### config.mk
export PLATFORM = sky130hd
export DESIGN_NAME = div_exec_unit
export DESIGN_NICKNAME = d
export VERILOG_FILES = /design/src/rtl/div_exec_unit.sv
export SDC_FILE = /design/constraint.sdc
export NUM_CORES = 1
export LEC_CHECK = 0
export CAP_MARGIN = 30
export CORE_MARGIN = 1.5
export CORE_UTILIZATION = 29
export CTS_BUF_LIST = sky130_fd_sc_hd__clkbuf_4
export CTS_CLUSTER_SIZE = 16
export DETAILED_ROUTE_END_ITERATION = 8
export GPL_ROUTABILITY_DRIVEN = 0
export PLACE_DENSITY = 0.58
export SETUP_SLACK_MARGIN = 0.4
export SYNTH_ARGS = -nofsm -noshare
export SYNTH_HDL_FRONTEND = slang
export SYNTH_SLANG_ARGS = --single-unit
### constraint.sdc
create_clock -name clk -period 7.26 [get_ports clk]
set_input_delay 2.178 -clock clk [delete_from_list [all_inputs] [get_ports clk]]
set_output_delay 2.178 -clock clk [all_outputs]
set_load 0.05 [all_outputs]
### src/rtl/div_exec_unit.sv
// Multi-cycle integer divider for RISC-V M DIV/DIVU/REM/REMU, broadcasting on CDB_Div.
// Fixed 34-edge latency from accept to return-to-idle.
module div_exec_unit #(
  parameter int TAG_WIDTH  = 6,
  parameter int DATA_WIDTH = 32
) (
  input  logic                  clk,
  input  logic                  rst,
  input  logic                  issue_div,
  input  logic [DATA_WIDTH-1:0] div_rs_data,
  input  logic [DATA_WIDTH-1:0] div_rt_data,
  input  logic [2:0]            div_func3,
  input  logic [TAG_WIDTH-1:0]  div_rd_tag,
  output logic                  div_exec_ready,
  output logic                  cdb_valid,
  output logic [TAG_WIDTH-1:0]  cdb_tag,
  output logic [DATA_WIDTH-1:0] cdb_data,
  output logic                  cdb_branch,
  output logic                  cdb_branch_taken
);
  localparam int DW = DATA_WIDTH;
  localparam logic [5:0] LAST = 6'(DATA_WIDTH);

  typedef enum logic [1:0] {S_IDLE, S_BUSY, S_DONE} state_t;

  state_t               r_state, w_next;
  logic [5:0]           r_cnt;
  logic [DW-1:0]        r_quo, r_dvs, r_res;
  logic [DW:0]          r_rem;
  logic                 r_neg_q, r_neg_r, r_is_rem, r_dz;
  logic [TAG_WIDTH-1:0] r_tag;

  logic          w_accept, w_last, w_signed, w_a_neg, w_b_neg, w_fit;
  logic [DW-1:0] w_a_abs, w_b_abs, w_q, w_r, w_result;
  logic [DW:0]   w_rem_sh, w_diff;

  assign w_accept = (r_state == S_IDLE) && issue_div;
  assign w_last   = (r_state == S_BUSY) && (r_cnt == LAST);

  // func3[0]=1 selects unsigned, func3[1]=1 selects remainder; func3[2] is don't-care
  assign w_signed = ~div_func3[0];
  assign w_a_neg  = w_signed & div_rs_data[DW-1];
  assign w_b_neg  = w_signed & div_rt_data[DW-1];
  assign w_a_abs  = w_a_neg ? (~div_rs_data + 1'b1) : div_rs_data;
  assign w_b_abs  = w_b_neg ? (~div_rt_data + 1'b1) : div_rt_data;

  // One restoring step: shift next dividend bit in, subtract if it fits
  assign w_rem_sh = {r_rem[DW-1:0], r_quo[DW-1]};
  assign w_diff   = w_rem_sh - {1'b0, r_dvs};
  assign w_fit    = ~w_diff[DW];

  // Divide-by-zero already yields remainder = |dividend|; only the quotient needs forcing
  assign w_q      = r_dz ? '1 : (r_neg_q ? (~r_quo + 1'b1) : r_quo);
  assign w_r      = r_neg_r ? (~r_rem[DW-1:0] + 1'b1) : r_rem[DW-1:0];
  assign w_result = r_is_rem ? w_r : w_q;

  always_comb begin
    w_next = r_state;
    case (r_state)
      S_IDLE:  if (issue_div) w_next = S_BUSY;
      S_BUSY:  if (w_last) w_next = S_DONE;
      S_DONE:  w_next = S_IDLE;
      default: w_next = S_IDLE;
    endcase
  end

  always_ff @(posedge clk) begin
    if (rst) r_state <= S_IDLE;
    else     r_state <= w_next;
  end

  always_ff @(posedge clk) begin
    if (rst) begin
      r_cnt    <= '0;
      r_quo    <= '0;
      r_dvs    <= '0;
      r_rem    <= '0;
      r_res    <= '0;
      r_tag    <= '0;
      r_neg_q  <= 1'b0;
      r_neg_r  <= 1'b0;
      r_is_rem <= 1'b0;
      r_dz     <= 1'b0;
    end else if (w_accept) begin
      r_cnt    <= '0;
      r_quo    <= w_a_abs;
      r_dvs    <= w_b_abs;
      r_rem    <= '0;
      r_tag    <= div_rd_tag;
      r_neg_q  <= w_a_neg ^ w_b_neg;
      r_neg_r  <= w_a_neg;
      r_is_rem <= div_func3[1];
      r_dz     <= (div_rt_data == '0);
    end else if (w_last) begin
      r_res <= w_result;
    end else if (r_state == S_BUSY) begin
      r_cnt <= r_cnt + 6'd1;
      r_rem <= w_fit ? w_diff : w_rem_sh;
      r_quo <= {r_quo[DW-2:0], w_fit};
    end
  end

  assign div_exec_ready   = (r_state == S_IDLE);
  assign cdb_valid        = (r_state == S_DONE);
  assign cdb_tag          = (r_state == S_DONE) ? r_tag : '0;
  assign cdb_data         = (r_state == S_DONE) ? r_res : '0;
  assign cdb_branch       = 1'b0;
  assign cdb_branch_taken = 1'b0;
endmodule

; Word-level counts from Yosys, hierarchy flattened
; Index checks and enable logic that the tools add are counted.
[totals]
reg_bits = 146
word_cells = 59
[op_classes]
eq_ne = 6
mux = 15
reduce_logical = 10
n_addsub = 6
n_bitwise = 11
[ops]
columns = op, n
row1 = $mux 32, 11
row2 = $add 32x1->32 const B, 4
row3 = $not 32->32, 4
row4 = $sub 33x32->33, 1
row5 = $logic_not 32->1, 1
row6 = $reduce_and 2->1, 4
row7 = $add 6x1->6 const B, 1
row8 = $eq 6x6->1 const B, 1
row9 = $mux 6, 1
row10 = $ne 2x2->1 const B, 3
row11 = $mux 2, 2
row12 = $not 1->1, 4
row13 = $pmux 2 s2, 1
row14 = $and 1x1->1, 2
row15 = $eq 2x1->1 const B, 1
row16 = $eq 2x2->1 const B, 1
row17 = $logic_and 1x1->1, 2
row18 = $logic_not 2->1, 1
row19 = $reduce_bool 2->1, 1
row20 = $reduce_or 2->1, 1
row21 = $xor 1x1->1, 1

; Longest topological paths before layout
[depth]
word_depth = 5
ltp_mapped = 13
mapped_depth_nobuf = 12

; Worst setup path after synthesis
; OpenSTA, ideal clock, no wires.
[synth_path]
path_type = input to register
startpoint = in div_rt_data[9]
endpoint = reg r_dvs[28]
setup_ps = 86
n_path_buf = 0
t_arrival_ps = 4450
path_stages = 9
required_time_ps = 7174
setup_slack_ps = 2725
path_cell_list = nor3_1 -> nand2_1 -> or3_1 -> nor4_1 -> nand3_1 -> nor4_1 -> a31oi_1 -> xnor2_1 -> a211oi_1
[synth_via]
elab_chain_cells = 3
[synth_rtl]
columns = item, line_no
row1 = "start, declared", 11  ; input logic [DATA_WIDTH-1:0] div_rt_data,
row2 = $not 32->32, 45  ; assign w_b_abs = w_b_neg ? (~div_rt_data + 1'b1) : div_rt_data;
row3 = $add 32x1->32, 45
row4 = $mux 32, 45
row5 = "end signal, assigned", 87  ; r_dvs <= w_b_abs;
row6 = "end, declared", 28  ; logic [DW-1:0] r_quo, r_dvs, r_res;
; No other way between the ends.
; A chain may end at the register's enable or synchronous reset.

; Worst setup path after layout
[layout_path]
startpoint = in div_rt_data[8]
endpoint = reg r_dvs[28]
; The elaborated chain is that of the path after synthesis.

==> results.rst <==
.. list-table::
   :header-rows: 1

   * - Metric
     - Value
   * - Layout filler cell count
     - between 3000 and 4000
   * - Number of buffers between clock root and the deepest sink
     - 2
   * - Total Die Area
     - between 0.03 and 0.04 mm2
   * - Via count of the first global-routing pass
     - around 9100
   * - Die extent in y
     - 192 um
   * - Design area
     - 0.0121 mm2
   * - TritonCTS clock tree
     - yes
   * - Length of the first detailed-routing pass in iterations
     - 5
   * - Setup repair after global routing missed its margin
     - no
   * - Inserted Clock Buffers
     - 17
   * - Cell at the root of the clock tree
     - sky130_fd_sc_hd__clkbuf_4
   * - Signed area change from the synthesized netlist to the final layout
     - 17.5%
   * - Post-Place Cells
     - ~1800
   * - Reg area
     - around 0.0029 mm2
   * - Number of nets in the finished design
     - approximately 1500
   * - Sequential-to-total area share from yosys stat
     - 28.3%
   * - Count of yosys warnings during synthesis
     - 0
   * - Clock skew
     - 0.0254 ns
   * - Critical Path Source Type
     - primary input
   * - Pwr dens
     - between 150 and 200 mW/mm2
   * - Cells taking the most area after synthesis
     - sky130_fd_sc_hd__dfxtp_1, sky130_fd_sc_hd__xor2_1, sky130_fd_sc_hd__a21oi_1
   * - Required time of the critical path
     - a little under 8 ns
   * - Average cell area after synthesis
     - approximately 7.7 um2
   * - Core box area
     - around 0.035 mm2
   * - Ys async rst share
     - 0%
   * - Multi-input logic area
     - around 0.0069 mm2
   * - Leading register cell type out of synthesis
     - sky130_fd_sc_hd__dfxtp_1
   * - Hold-fix buffers at CTS
     - 0
   * - Cell variety after synth
     - 65
   * - Die Wd
     - 192 um
   * - Standard cell area after detailed placement
     - around 0.012 mm2
   * - Total of flip-flops plus latches after synthesis
     - roughly 150
   * - Number of non-filler instances in the completed layout
     - between 1500 and 2000
   * - Overall via count from detail_route
     - approximately 9800
   * - Total leakage power
     - between 0.004 and 0.005 uW
   * - Library cell with the largest summed area after synthesis
     - sky130_fd_sc_hd__dfxtp_1
   * - Least-Margin Pin Slew
     - 1.01 ns
   * - Area share of the largest cell type after synthesis
     - 28.3%
   * - Antenna Nets Post-Route
     - 0
   * - Number of gates resized after cts
     - 0
   * - First-pass GRT wire length
     - ~47000 um
   * - Max IR drop VDD
     - just under 100 uV
   * - Post-Route WL
     - about 30000 um
   * - Drt wl/cell
     - between 15 and 20 um
   * - Largest fanout on the critical path
     - 6
   * - Number of input and output port buffers inserted
     - 114
   * - Critical path capture point type
     - flop
   * - Layout Utilization
     - around a third
   * - Hold WC Path Type
     - reg -> reg
   * - Average vias per placed instance
     - 5.20
   * - Number of DRC markers after the initial detailed-route iteration
     - 706
   * - Post-route clock period utilization
     - 68.8%
   * - Time the worst path needs with I/O delays and setup
     - roughly 5 ns
   * - Number of sinks driven by the clock tree
     - 146
   * - Initial antenna violation count
     - 1
   * - DRC
     - 0
   * - Outcome
     - finished clean
   * - Setup violators final
     - 0
   * - Number of buffers inserted to repair setup after CTS
     - 0
   * - Largest net degree at the start of global routing
     - 82
   * - Final-layout setup total negative slack
     - 0 ns
   * - Highest achievable clock rate
     - roughly 0.20 GHz
   * - Crit path DAT
     - between 5 and 6 ns
   * - Max Cap Violations
     - 0
   * - CTS H-tree lvls
     - 4
   * - Overall routing resource usage
     - 16.1%
   * - Gr ovfl total
     - 0
   * - Standard-cell rows
     - between 60 and 70
   * - Clock Pin Slew Worst Setup and Hold Paths
     - around 0.13 ns
   * - Cells after synthesis
     - between 1000 and 1500
   * - Number of hold violations in the final report
     - 0
   * - Post-synth EDFFs
     - 0
   * - Slew Viols, Final
     - 0
   * - Number of top-level pins
     - 118
   * - Post-Syn Area
     - 0.0103 mm2
   * - Total half-perimeter wirelength after legalization and detailed placement
     - between 20000 and 25000 um
   * - Initial Util
     - between 20% and 30%
   * - Max-slew headroom
     - between 30% and 40%
   * - Overall Power
     - 2230 uW
   * - Worst-Skew Late Latency
     - a little under 0.6 ns
   * - Ratio of cells with drive above 1 in the final layout
     - ~4.8%
   * - Category of the most critical setup path
     - in -> reg
[critical path, cell delays in order]
cell,delay [ns]
sky130_fd_sc_hd__clkdlybuf4s50_1,0.45
sky130_fd_sc_hd__nor3_1,0.40
sky130_fd_sc_hd__nand2_1,0.11
sky130_fd_sc_hd__or3_1,0.38
sky130_fd_sc_hd__nor4_1,0.45
sky130_fd_sc_hd__nand3_1,0.22
sky130_fd_sc_hd__nor4_1,0.68
sky130_fd_sc_hd__a31oi_1,0.21
sky130_fd_sc_hd__xnor2_1,0.18
sky130_fd_sc_hd__a211oi_1,0.23
[report_power, final]
part	internal, uW	switching, uW	total (uW)
Combinational	315	426	741
Sequential	850	64.0	914
Clock	242	330	572
Total	1410	820	2230
[cell type report]
type / instances / share of cell area (%)
Sequential cell: 146 / 24.1
Tap cell: 455 / 4.70
Clock inverter: 15 / 1.48
Timing Repair Buffer: 127 / 10.2
Antenna cell: 2 / 0.0413
Clock buffer: 17 / 1.05
Multi-Input combinational cell: 1057 / 56.6
Inverter: 57 / 1.77
[routing by layer]
metal	vias up	global-route usage [%]	routed length, um
met3	24	3.07	1140
met1	4619	21.9	14500
met4	0	4.30	442
met2	191	25.8	13500
met5	-	0	0
li1	4924	-	-
[Yosys cell counts (all sizes together) (33+ instances only)]
| master | number |
|---|---|
| o21ai | 85 |
| a311oi | 33 |
| inv | 57 |
| a221oi | 34 |
| xor2 | 93 |
| a211oi | 33 |
| and2 | 42 |
| nand2 | 142 |
| clkbuf | 78 |
| ha | 38 |
| dfxtp | 146 |
| nor2 | 134 |
| xnor2 | 59 |
| a21oi | 116 |
[placed cells by master (no fill, tap or decap), types with 9 or more instances in the layout]
master / instances
sky130_fd_sc_hd__a211oi_1: 33
sky130_fd_sc_hd__a21o_1: 24
sky130_fd_sc_hd__a21oi_1: 116
sky130_fd_sc_hd__a221oi_1: 33
sky130_fd_sc_hd__a311oi_1: 33
sky130_fd_sc_hd__and2_1: 41
sky130_fd_sc_hd__buf_4: 13
sky130_fd_sc_hd__clkbuf_4: 17
sky130_fd_sc_hd__clkdlybuf4s50_1: 113
sky130_fd_sc_hd__dfxtp_1: 146
sky130_fd_sc_hd__ha_1: 38
sky130_fd_sc_hd__inv_1: 57
sky130_fd_sc_hd__mux2i_1: 29
sky130_fd_sc_hd__nand2_1: 141
sky130_fd_sc_hd__nand2b_1: 11
sky130_fd_sc_hd__nand3_1: 9
sky130_fd_sc_hd__nor2_1: 132
sky130_fd_sc_hd__nor2b_1: 9
sky130_fd_sc_hd__nor3_1: 23
sky130_fd_sc_hd__nor4_1: 12
sky130_fd_sc_hd__o21ai_0: 85
sky130_fd_sc_hd__o31ai_1: 25
sky130_fd_sc_hd__o41ai_1: 11
sky130_fd_sc_hd__or3_1: 11
sky130_fd_sc_hd__or4_1: 13
sky130_fd_sc_hd__xnor2_1: 58
sky130_fd_sc_hd__xor2_1: 93
[logic make-up after synthesis]
logic type	Yosys count	synth area share [%]
AND/OR/NAND/NOR	442	20.4
AO/OA/AOI/OAI	391	25.1
XOR/XNOR	152	12.9
flip-flops	146	28.3
buffers and inverters	144	5.36
adder cells (fa/ha/maj)	39	4.81
multiplexers	31	3.03
other	1	0.0364
[metrics by stage]
step                      setup slack, ns  hold WS [ns]
after floorplan                      2.72         0.418
final                                2.27         0.460
after detailed placement             1.71         0.438
after CTS                            2.35         0.464
after global placement               1.78         0.428
after global routing                 2.05         0.484
[state kept, by name, indices dropped and copies added (netlist names)]
| register | count |
|---|---|
| r_cnt | 6 |
| r_dvs | 32 |
| r_dz | 1 |
| r_is_rem | 1 |
| r_neg_q | 1 |
| r_neg_r | 1 |
| r_quo | 32 |
| r_rem | 32 |
| r_res | 32 |
| r_state | 2 |
| r_tag | 6 |
[final timing paths]
kind	from	endpoint	slack, ns	cells past startpoint
hold reg to reg	r_res[24]	r_res[24]	0.46	1
setup / recovery	div_rt_data[8]	r_dvs[28]	2.27	10
hold / removal	r_res[24]	r_res[24]	0.46	1
setup reg to reg	r_quo[31]	r_rem[0]	3.43	13
No activity file was read; power rests on OpenSTA's default activity.
